File: config.mk
export PLATFORM = sky130hd
export DESIGN_NAME = muldiv_hilo_unit
export DESIGN_NICKNAME = d
export VERILOG_FILES = /design/src/rtl/muldiv_pkg.sv /design/src/rtl/muldiv_sign_fix.sv /design/src/rtl/muldiv_hilo_unit.sv
export SDC_FILE = /design/constraint.sdc
export NUM_CORES = 1
export LEC_CHECK = 0
export ABC_AREA = 1
export CORE_MARGIN = 3
export CORE_UTILIZATION = 40
export CTS_BUF_LIST = sky130_fd_sc_hd__clkbuf_8
export DETAILED_ROUTE_END_ITERATION = 16
export DONT_BUFFER_PORTS = 1
export HOLD_SLACK_MARGIN = 0.06
export MAX_ROUTING_LAYER = met4
export PLACE_DENSITY = 0.62
export SLEW_MARGIN = 20
export SYNTH_ARGS = -nofsm -noshare
export SYNTH_HDL_FRONTEND = slang
export SYNTH_SLANG_ARGS = --single-unit
File: constraint.sdc
create_clock -name clk_i -period 10.1 [get_ports clk_i]
set_clock_uncertainty 0.1 [all_clocks]
set_input_delay 1.01 -clock clk_i [delete_from_list [all_inputs] [get_ports clk_i]]
set_output_delay 1.01 -clock clk_i [all_outputs]
set_load 0.005 [all_outputs]
File: src/rtl/muldiv_pkg.sv
// Shared definitions for the iterative multiply/divide unit with HI/LO:
// operation encodings, FSM state encoding and the divide-by-zero quotient.
package muldiv_pkg;

  typedef enum logic [1:0] {
    MD_MULT  = 2'b00,
    MD_MULTU = 2'b01,
    MD_DIV   = 2'b10,
    MD_DIVU  = 2'b11
  } md_op_e;

  typedef enum logic [1:0] {
    ST_IDLE = 2'd0,
    ST_PREP = 2'd1,
    ST_ITER = 2'd2,
    ST_FIX  = 2'd3
  } md_state_e;

  // Quotient reported on divide by zero: all ones, sliced to DATA_W at the use site.
  localparam logic [63:0] DIV0_QUOTIENT = '1;

endpackage

File: src/rtl/muldiv_sign_fix.sv
// Conditional two's-complement negate: yields |val| when neg marks a negative
// input, and applies the result sign when neg marks a negative result.
module muldiv_sign_fix #(
  parameter int unsigned WIDTH = 32
) (
  input  logic [WIDTH-1:0] val,
  input  logic             neg,
  output logic [WIDTH-1:0] res
);

  // Negate under the sign flag, pass through otherwise.
  always_comb begin
    res = neg ? -val : val;
  end

endmodule

File: src/rtl/muldiv_hilo_unit.sv
// Iterative MULT/MULTU/DIV/DIVU unit owning the architectural HI/LO registers.
// Sequence: IDLE -> PREP (abs/signs) -> ITER (DATA_W steps) -> FIX (sign
// correction, HI/LO commit). MTHI/MTLO write HI/LO directly while idle.
// Optional build macro MULDIV_ZERO_SHORTCUT_EN: zero multiply operands or a
// zero divisor skip ITER (PREP -> FIX), with unchanged results.
module muldiv_hilo_unit
  import muldiv_pkg::*;
#(
  parameter int unsigned DATA_W = 32
) (
  input  logic              clk_i,
  input  logic              rst_i,
  input  logic              start_i,
  input  logic [1:0]        op_i,
  input  logic [DATA_W-1:0] src0_i,
  input  logic [DATA_W-1:0] src1_i,
  input  logic              mthi_i,
  input  logic              mtlo_i,
  input  logic [DATA_W-1:0] wdata_i,
  input  logic              flush_i,
  output logic              busy_o,
  output logic              done_o,
  output logic [DATA_W-1:0] hi_o,
  output logic [DATA_W-1:0] lo_o
);

  localparam int unsigned CNT_W = $clog2(DATA_W);
  localparam logic [CNT_W-1:0] CNT_LAST = CNT_W'(DATA_W - 1);

  md_state_e         state_q, state_d;
  md_op_e            op_q;
  logic [DATA_W-1:0] src0_q, src1_q;
  logic [DATA_W-1:0] opnd_q;       // multiplicand or divisor magnitude
  logic [DATA_W-1:0] work_hi_q;    // product high half / partial remainder
  logic [DATA_W-1:0] work_lo_q;    // multiplier shifting out / quotient shifting in
  logic              neg_lo_q;     // product or quotient is negative
  logic              neg_hi_q;     // remainder is negative
  logic [CNT_W-1:0]  cnt_q;
  logic [DATA_W-1:0] hi_q, lo_q;
  logic              busy_q, done_q;

  logic              is_mul, is_signed, accept, mt_ok, zero_skip, div0;
  logic [DATA_W-1:0] abs0, abs1;
  logic [DATA_W:0]   mul_sum, div_shift, div_diff;
  logic [DATA_W-1:0] step_hi, step_lo;
  logic [2*DATA_W-1:0] prod_fix;
  logic [DATA_W-1:0] quo_fix, rem_fix, res_hi, res_lo;

  assign busy_o = busy_q;
  assign done_o = done_q;
  assign hi_o   = hi_q;
  assign lo_o   = lo_q;

  muldiv_sign_fix #(.WIDTH(DATA_W)) u_abs0 (
    .val (src0_q),
    .neg (is_signed & src0_q[DATA_W-1]),
    .res (abs0)
  );

  muldiv_sign_fix #(.WIDTH(DATA_W)) u_abs1 (
    .val (src1_q),
    .neg (is_signed & src1_q[DATA_W-1]),
    .res (abs1)
  );

  muldiv_sign_fix #(.WIDTH(2 * DATA_W)) u_fix_prod (
    .val ({work_hi_q, work_lo_q}),
    .neg (neg_lo_q),
    .res (prod_fix)
  );

  muldiv_sign_fix #(.WIDTH(DATA_W)) u_fix_quo (
    .val (work_lo_q),
    .neg (neg_lo_q),
    .res (quo_fix)
  );

  muldiv_sign_fix #(.WIDTH(DATA_W)) u_fix_rem (
    .val (work_hi_q),
    .neg (neg_hi_q),
    .res (rem_fix)
  );

  // Operation decode, handshake qualifiers and the single-step datapath.
  always_comb begin
    is_mul    = (op_q == MD_MULT) || (op_q == MD_MULTU);
    is_signed = (op_q == MD_MULT) || (op_q == MD_DIV);
    accept    = (state_q == ST_IDLE) && start_i && !flush_i;
    mt_ok     = (state_q == ST_IDLE) && !start_i && !flush_i;
    div0      = !is_mul && (src1_q == '0);
`ifdef MULDIV_ZERO_SHORTCUT_EN
    zero_skip = is_mul ? ((src0_q == '0) || (src1_q == '0)) : (src1_q == '0);
`else
    zero_skip = 1'b0;
`endif

    // Shift-add multiply: add multiplicand when the multiplier LSB is set,
    // then shift the {hi,lo} pair right by one.
    mul_sum   = {1'b0, work_hi_q} + {1'b0, opnd_q};
    // Restoring divide: shift the next dividend bit into the remainder and
    // trial-subtract; the remainder stays below the divisor so the borrow bit
    // is a reliable sign.
    div_shift = {work_hi_q, work_lo_q[DATA_W-1]};
    div_diff  = div_shift - {1'b0, opnd_q};

    if (is_mul) begin
      if (work_lo_q[0]) begin
        step_hi = mul_sum[DATA_W:1];
        step_lo = {mul_sum[0], work_lo_q[DATA_W-1:1]};
      end else begin
        step_hi = {1'b0, work_hi_q[DATA_W-1:1]};
        step_lo = {work_hi_q[0], work_lo_q[DATA_W-1:1]};
      end
    end else begin
      step_hi = div_diff[DATA_W] ? div_shift[DATA_W-1:0] : div_diff[DATA_W-1:0];
      step_lo = {work_lo_q[DATA_W-2:0], ~div_diff[DATA_W]};
    end

    // Divide by zero bypasses the iterated values: the dividend is returned
    // raw in HI, never sign-corrected.
    if (is_mul) begin
      res_hi = prod_fix[2*DATA_W-1:DATA_W];
      res_lo = prod_fix[DATA_W-1:0];
    end else if (div0) begin
      res_hi = src0_q;
      res_lo = DIV0_QUOTIENT[DATA_W-1:0];
    end else begin
      res_hi = rem_fix;
      res_lo = quo_fix;
    end
  end

  // State register.
  always_ff @(posedge clk_i or posedge rst_i) begin
    if (rst_i) state_q <= ST_IDLE;
    else       state_q <= state_d;
  end

  // Next-state logic; a flush returns any active state to IDLE.
  always_comb begin
    state_d = state_q;
    case (state_q)
      ST_IDLE: if (accept) state_d = ST_PREP;
      ST_PREP: state_d = zero_skip ? ST_FIX : ST_ITER;
      ST_ITER: if (cnt_q == CNT_LAST) state_d = ST_FIX;
      ST_FIX:  state_d = ST_IDLE;
      default: state_d = ST_IDLE;
    endcase
    if (flush_i && (state_q != ST_IDLE)) state_d = ST_IDLE;
  end

  // Operand capture, iteration registers, HI/LO and registered status outputs.
  always_ff @(posedge clk_i or posedge rst_i) begin
    if (rst_i) begin
      op_q      <= MD_MULT;
      src0_q    <= '0;
      src1_q    <= '0;
      opnd_q    <= '0;
      work_hi_q <= '0;
      work_lo_q <= '0;
      neg_lo_q  <= 1'b0;
      neg_hi_q  <= 1'b0;
      cnt_q     <= '0;
      hi_q      <= '0;
      lo_q      <= '0;
      busy_q    <= 1'b0;
      done_q    <= 1'b0;
    end else begin
      busy_q <= (state_d != ST_IDLE);
      done_q <= 1'b0;
      case (state_q)
        ST_IDLE: begin
          if (accept) begin
            op_q   <= md_op_e'(op_i);
            src0_q <= src0_i;
            src1_q <= src1_i;
          end else if (mt_ok) begin
            if (mthi_i) hi_q <= wdata_i;
            if (mtlo_i) lo_q <= wdata_i;
          end
        end
        ST_PREP: begin
          cnt_q     <= '0;
          work_hi_q <= '0;
          neg_lo_q  <= is_signed & (src0_q[DATA_W-1] ^ src1_q[DATA_W-1]);
          neg_hi_q  <= is_signed & src0_q[DATA_W-1];
          if (is_mul) begin
            opnd_q    <= abs0;
            work_lo_q <= abs1;
          end else begin
            opnd_q    <= abs1;
            work_lo_q <= abs0;
          end
          // A skipped multiply must still present a zero product to FIX.
          if (is_mul && zero_skip) work_lo_q <= '0;
        end
        ST_ITER: begin
          cnt_q     <= cnt_q + CNT_W'(1);
          work_hi_q <= step_hi;
          work_lo_q <= step_lo;
        end
        ST_FIX: begin
          if (!flush_i) begin
            hi_q   <= res_hi;
            lo_q   <= res_lo;
            done_q <= 1'b1;
          end
        end
        default: ;
      endcase
    end
  end

endmodule

==> run metrics <==
wire length of the first global-routing pass=between 100,000 and 150,000 um; DRT Pass-1 Iters=6; count of synthesis-stage warnings from yosys=0; count of distinct cell types in the synthesized netlist=46; number of antenna violations at the first check in global routing=3; latest clock arrival within the worst-skew pair=roughly 640 ps; post-route fraction of the period consumed by the critical path=35.7%; Comb power frac=slightly below 70%; synthesized instance count=approximately 3,500; worst setup path class=flip-flop to flip-flop; clock-pin slew on the worst setup and hold paths=60 ps; Final setup viols=0; Worst EP arrival=around 4000 ps; number of maximum-capacitance violations=0; Switch Pwr=0.00581 W; setup repair after global routing missed its margin=false; all-layer global routing usage=between 30% and 40%; outcome=finished clean; core utilization of the finished layout=between 40 and 50%; master of the slowest instance on the critical path=sky130_fd_sc_hd__nand2_1; Total Die Area=between 50,000 and 60,000 um2; net switching share of the total power=59.9%; Avg WL per Cell=21.5 um; IO Port Bufs=0; Max Freq=about 0.28 GHz; required time at the worst-slack endpoint=roughly 11,000 ps; Top FF cell, synth=sky130_fd_sc_hd__dfrtp_1; kind of start point of the critical path=flip-flop; ys async rst share=100%; largest incremental delay on the critical path=roughly 950 ps; maximum clock path buffer count=3; worst vdd rail ir drop=~0.17 mV; Int Power=approximately 0.004 W; number of flops mapped to enable cells by yosys=0; final critical-path required period=about 3600 ps; R2R Setup Slk=between 6000 and 7000 ps; Seq cells post-synth=237; Final GP Congestion=just over 1; Hold Violations, Final=0; sum of overflow across all layers after global routing=0; ANT nets after route=0; root buffer cell=sky130_fd_sc_hd__clkbuf_8; Slew Limit Headroom=23.5%; Starting Density=41.0%; total number of clock tree sinks=around 240; CP cell instances=buf_4 -> nand2_1 -> o211ai_1 -> nand3_1 -> a21oi_1; Slew Limit Fails=0; largest fanout on the critical path=98; Core ar.=52,000 um2; routed via count divided by cell count=approximately 5.6; synthesized net count=approximately 3,700; worst path buffer plus inverter count=1; number of H-tree levels=2; number of top-level pins=170; Synth Cell Area=roughly 21,000 um2; filler instances=5,668; actual transition at the worst max-transition pin=between 1000 and 1500 ps; total CTS buffers=46; clock tree from TritonCTS=yes; Setup Buffers After CTS=0; hold buffer count at cts=0; total DRC errors in the routed layout=0; DRT iter0 DRCs=2,728; die width=about 240 um; sum of net half-perimeters after detailed placement=68,800 um; largest net degree at the start of global routing=about 110; top cell family by delay on the critical path=simple AND/OR/NAND/NOR gates; fraction of final layout cells with drive strength greater than 1=about 4.2%; quantity of gates resized following cts=0; accumulated negative setup slack=0 ps; via count of the routed design=23,100; Sequential Power Share=a little over a fifth; crit path capture type=flip-flop; number of nets in the layout=~3,600; clock network fraction of design power=roughly 9.7%; synthesis-to-layout area growth=5.85%; die extent in y=roughly 240 um; Seq/Total Area, Yosys=between 20% and 30%; class of the most critical hold timing path=primary input to asynchronous set/reset pin; number of global-route vias before repair=around 21,000; Rows=83; aggregate routed wire length=a little under 90,000 um; static power due to leakage=around 11 nW; Power Dens Cells=approximately 430 nW/um2; mean instance size in the synthesized netlist=~6.1 um2
==> metal layers <==
| metal | up-vias | wire (um) | global-route usage (%) |
|---|---|---|---|
| li1 | 11100 | - | - |
| met1 | 10700 | 37000 | 40.5 |
| met2 | 1117 | 37700 | 45.4 |
| met3 | 179 | 9660 | 9.71 |
| met4 | 0 | 3960 | 13.1 |
| met5 | - | 0 | - |
==> cells in the mapped netlist, drive strengths merged, types with 27 or more instances <==
cell        n  share of area [%]
nand2    1003                 18
buf        50                1.2
nand4      29               0.85
o211ai     46                1.6
dfrtp     237                 28
nor3       33               0.92
clkbuf    109                1.9
o21ai     272                6.4
nand3     350                8.4
nor2      383                7.0
a2bb2oi    27                1.1
ha         74                4.3
xor2       97                4.0
a21oi     258                6.1
inv       417                7.3
==> path summary, 6_finish.rpt <==
path / end / cells after the start / start
worst max-delay path: hi_o[20]$_DFFE_PP0P_ / 5 / op_q[1]$_DFFE_PP0P_
worst min-delay path: src1_q[19]$_DFFE_PP0P_ / 1 / rst_i
worst max register to register: hi_o[20]$_DFFE_PP0P_ / 5 / op_q[1]$_DFFE_PP0P_
worst min register to register: cnt_q[0]$_DFFE_PP0P_ / 1 / cnt_q[0]$_DFFE_PP0P_
max in group asynchronous: hi_o[27]$_DFFE_PP0P_ / 2 / rst_i
min in group clk_i: done_o$_DFF_PP0_ / 1 / flush_i
==> stage by stage <==
stage	setup slack, ps	instance area (um2)	cells	hold WS (ps)	power [W]
after floorplan	2490	21300	3480	367	0.00656
after global placement	6620	21700	4024	388	0.00855
after detailed placement	6600	21700	4024	396	0.00856
after CTS	6560	22600	4101	294	0.00953
after global routing	6200	22600	4103	323	0.0105
final	6490	22600	4103	283	0.00970
==> power by group through the flow <==
stage / clock [W] / combinational, W / sequential, W
2_1_floorplan: 0 / 0.00483 / 0.00173
3_3_place_gp: 0 / 0.00647 / 0.00208
3_5_place_dp: 0 / 0.00648 / 0.00208
4_1_cts: 0.000950 / 0.00651 / 0.00207
5_1_grt: 0.000991 / 0.00740 / 0.00213
6_report: 0.000940 / 0.00667 / 0.00209
==> cell usage in the layout, fill, tap and decap left out, types with 3 or more instances in the layout <==
cell type,netlist,layout
sky130_fd_sc_hd__inv_1,409,419
sky130_fd_sc_hd__o21bai_1,12,12
sky130_fd_sc_hd__clkbuf_8,0,55
sky130_fd_sc_hd__nand3_1,343,343
sky130_fd_sc_hd__nand2_2,3,4
sky130_fd_sc_hd__xor2_1,97,97
sky130_fd_sc_hd__nand2_1,999,998
sky130_fd_sc_hd__nor2_1,372,370
sky130_fd_sc_hd__nand3b_1,11,11
sky130_fd_sc_hd__o31ai_1,3,3
sky130_fd_sc_hd__nor2_2,6,8
sky130_fd_sc_hd__nand4_1,29,29
sky130_fd_sc_hd__nor2_4,5,5
sky130_fd_sc_hd__xnor2_1,12,12
sky130_fd_sc_hd__and2_1,4,4
sky130_fd_sc_hd__nor3_1,28,27
sky130_fd_sc_hd__buf_4,1,23
sky130_fd_sc_hd__o21ai_1,9,9
sky130_fd_sc_hd__a2bb2oi_1,27,27
sky130_fd_sc_hd__a22oi_1,12,12
sky130_fd_sc_hd__ha_1,74,72
sky130_fd_sc_hd__o22ai_1,11,11
sky130_fd_sc_hd__nor3_2,4,4
sky130_fd_sc_hd__a31oi_1,9,9
sky130_fd_sc_hd__inv_2,8,9
sky130_fd_sc_hd__o211ai_1,46,46
sky130_fd_sc_hd__or2_2,11,11
sky130_fd_sc_hd__clkinv_2,1,9
sky130_fd_sc_hd__a21oi_1,258,258
sky130_fd_sc_hd__dfrtp_1,237,235
sky130_fd_sc_hd__o21ai_0,263,263
sky130_fd_sc_hd__nand3_2,6,6
==> worst reg2reg max path: cells and delay by family (launching register included) <==
| family | cells | cell delay (ps) |
|---|---|---|
| compound gates | 2 | 660 |
| flops | 1 | 750 |
| buf+inv | 1 | 840 |
| simple gates | 2 | 1180 |
==> layout make-up <==
| class | instances | area, um2 | area share [%] |
|---|---|---|---|
| diodes | 2 | 5.00 | 0.0222 |
| clock buffers | 55 | 757 | 3.35 |
| clock inverters | 22 | 95.1 | 0.421 |
| inverters | 419 | 1580 | 7.01 |
| multi-input cells | 2665 | 13200 | 58.4 |
| flip-flops and latches | 237 | 5940 | 26.3 |
| well taps | 680 | 851 | 3.77 |
| repair buffers | 23 | 173 | 0.765 |
==> sequential cells by signal (all words and copies together) (netlist names) <==
name and count:
state_q 2, neg_hi_q 1, opnd_q 32, busy_o 1
lo_o 32, src0_q 32, neg_lo_q 1, hi_o 32
op_q 2, src1_q 32, work_lo_q 32, cnt_q 5
done_o 1, work_hi_q 32
==> cells by family after synthesis <==
family	share of synthesized area, %
xor+xnor	4.48
flops	27.8
compound gates	16.9
fa+ha+maj	4.53
buf+inv	10.5
simple gates	35.8
Power figures use the tool's default switching activity.
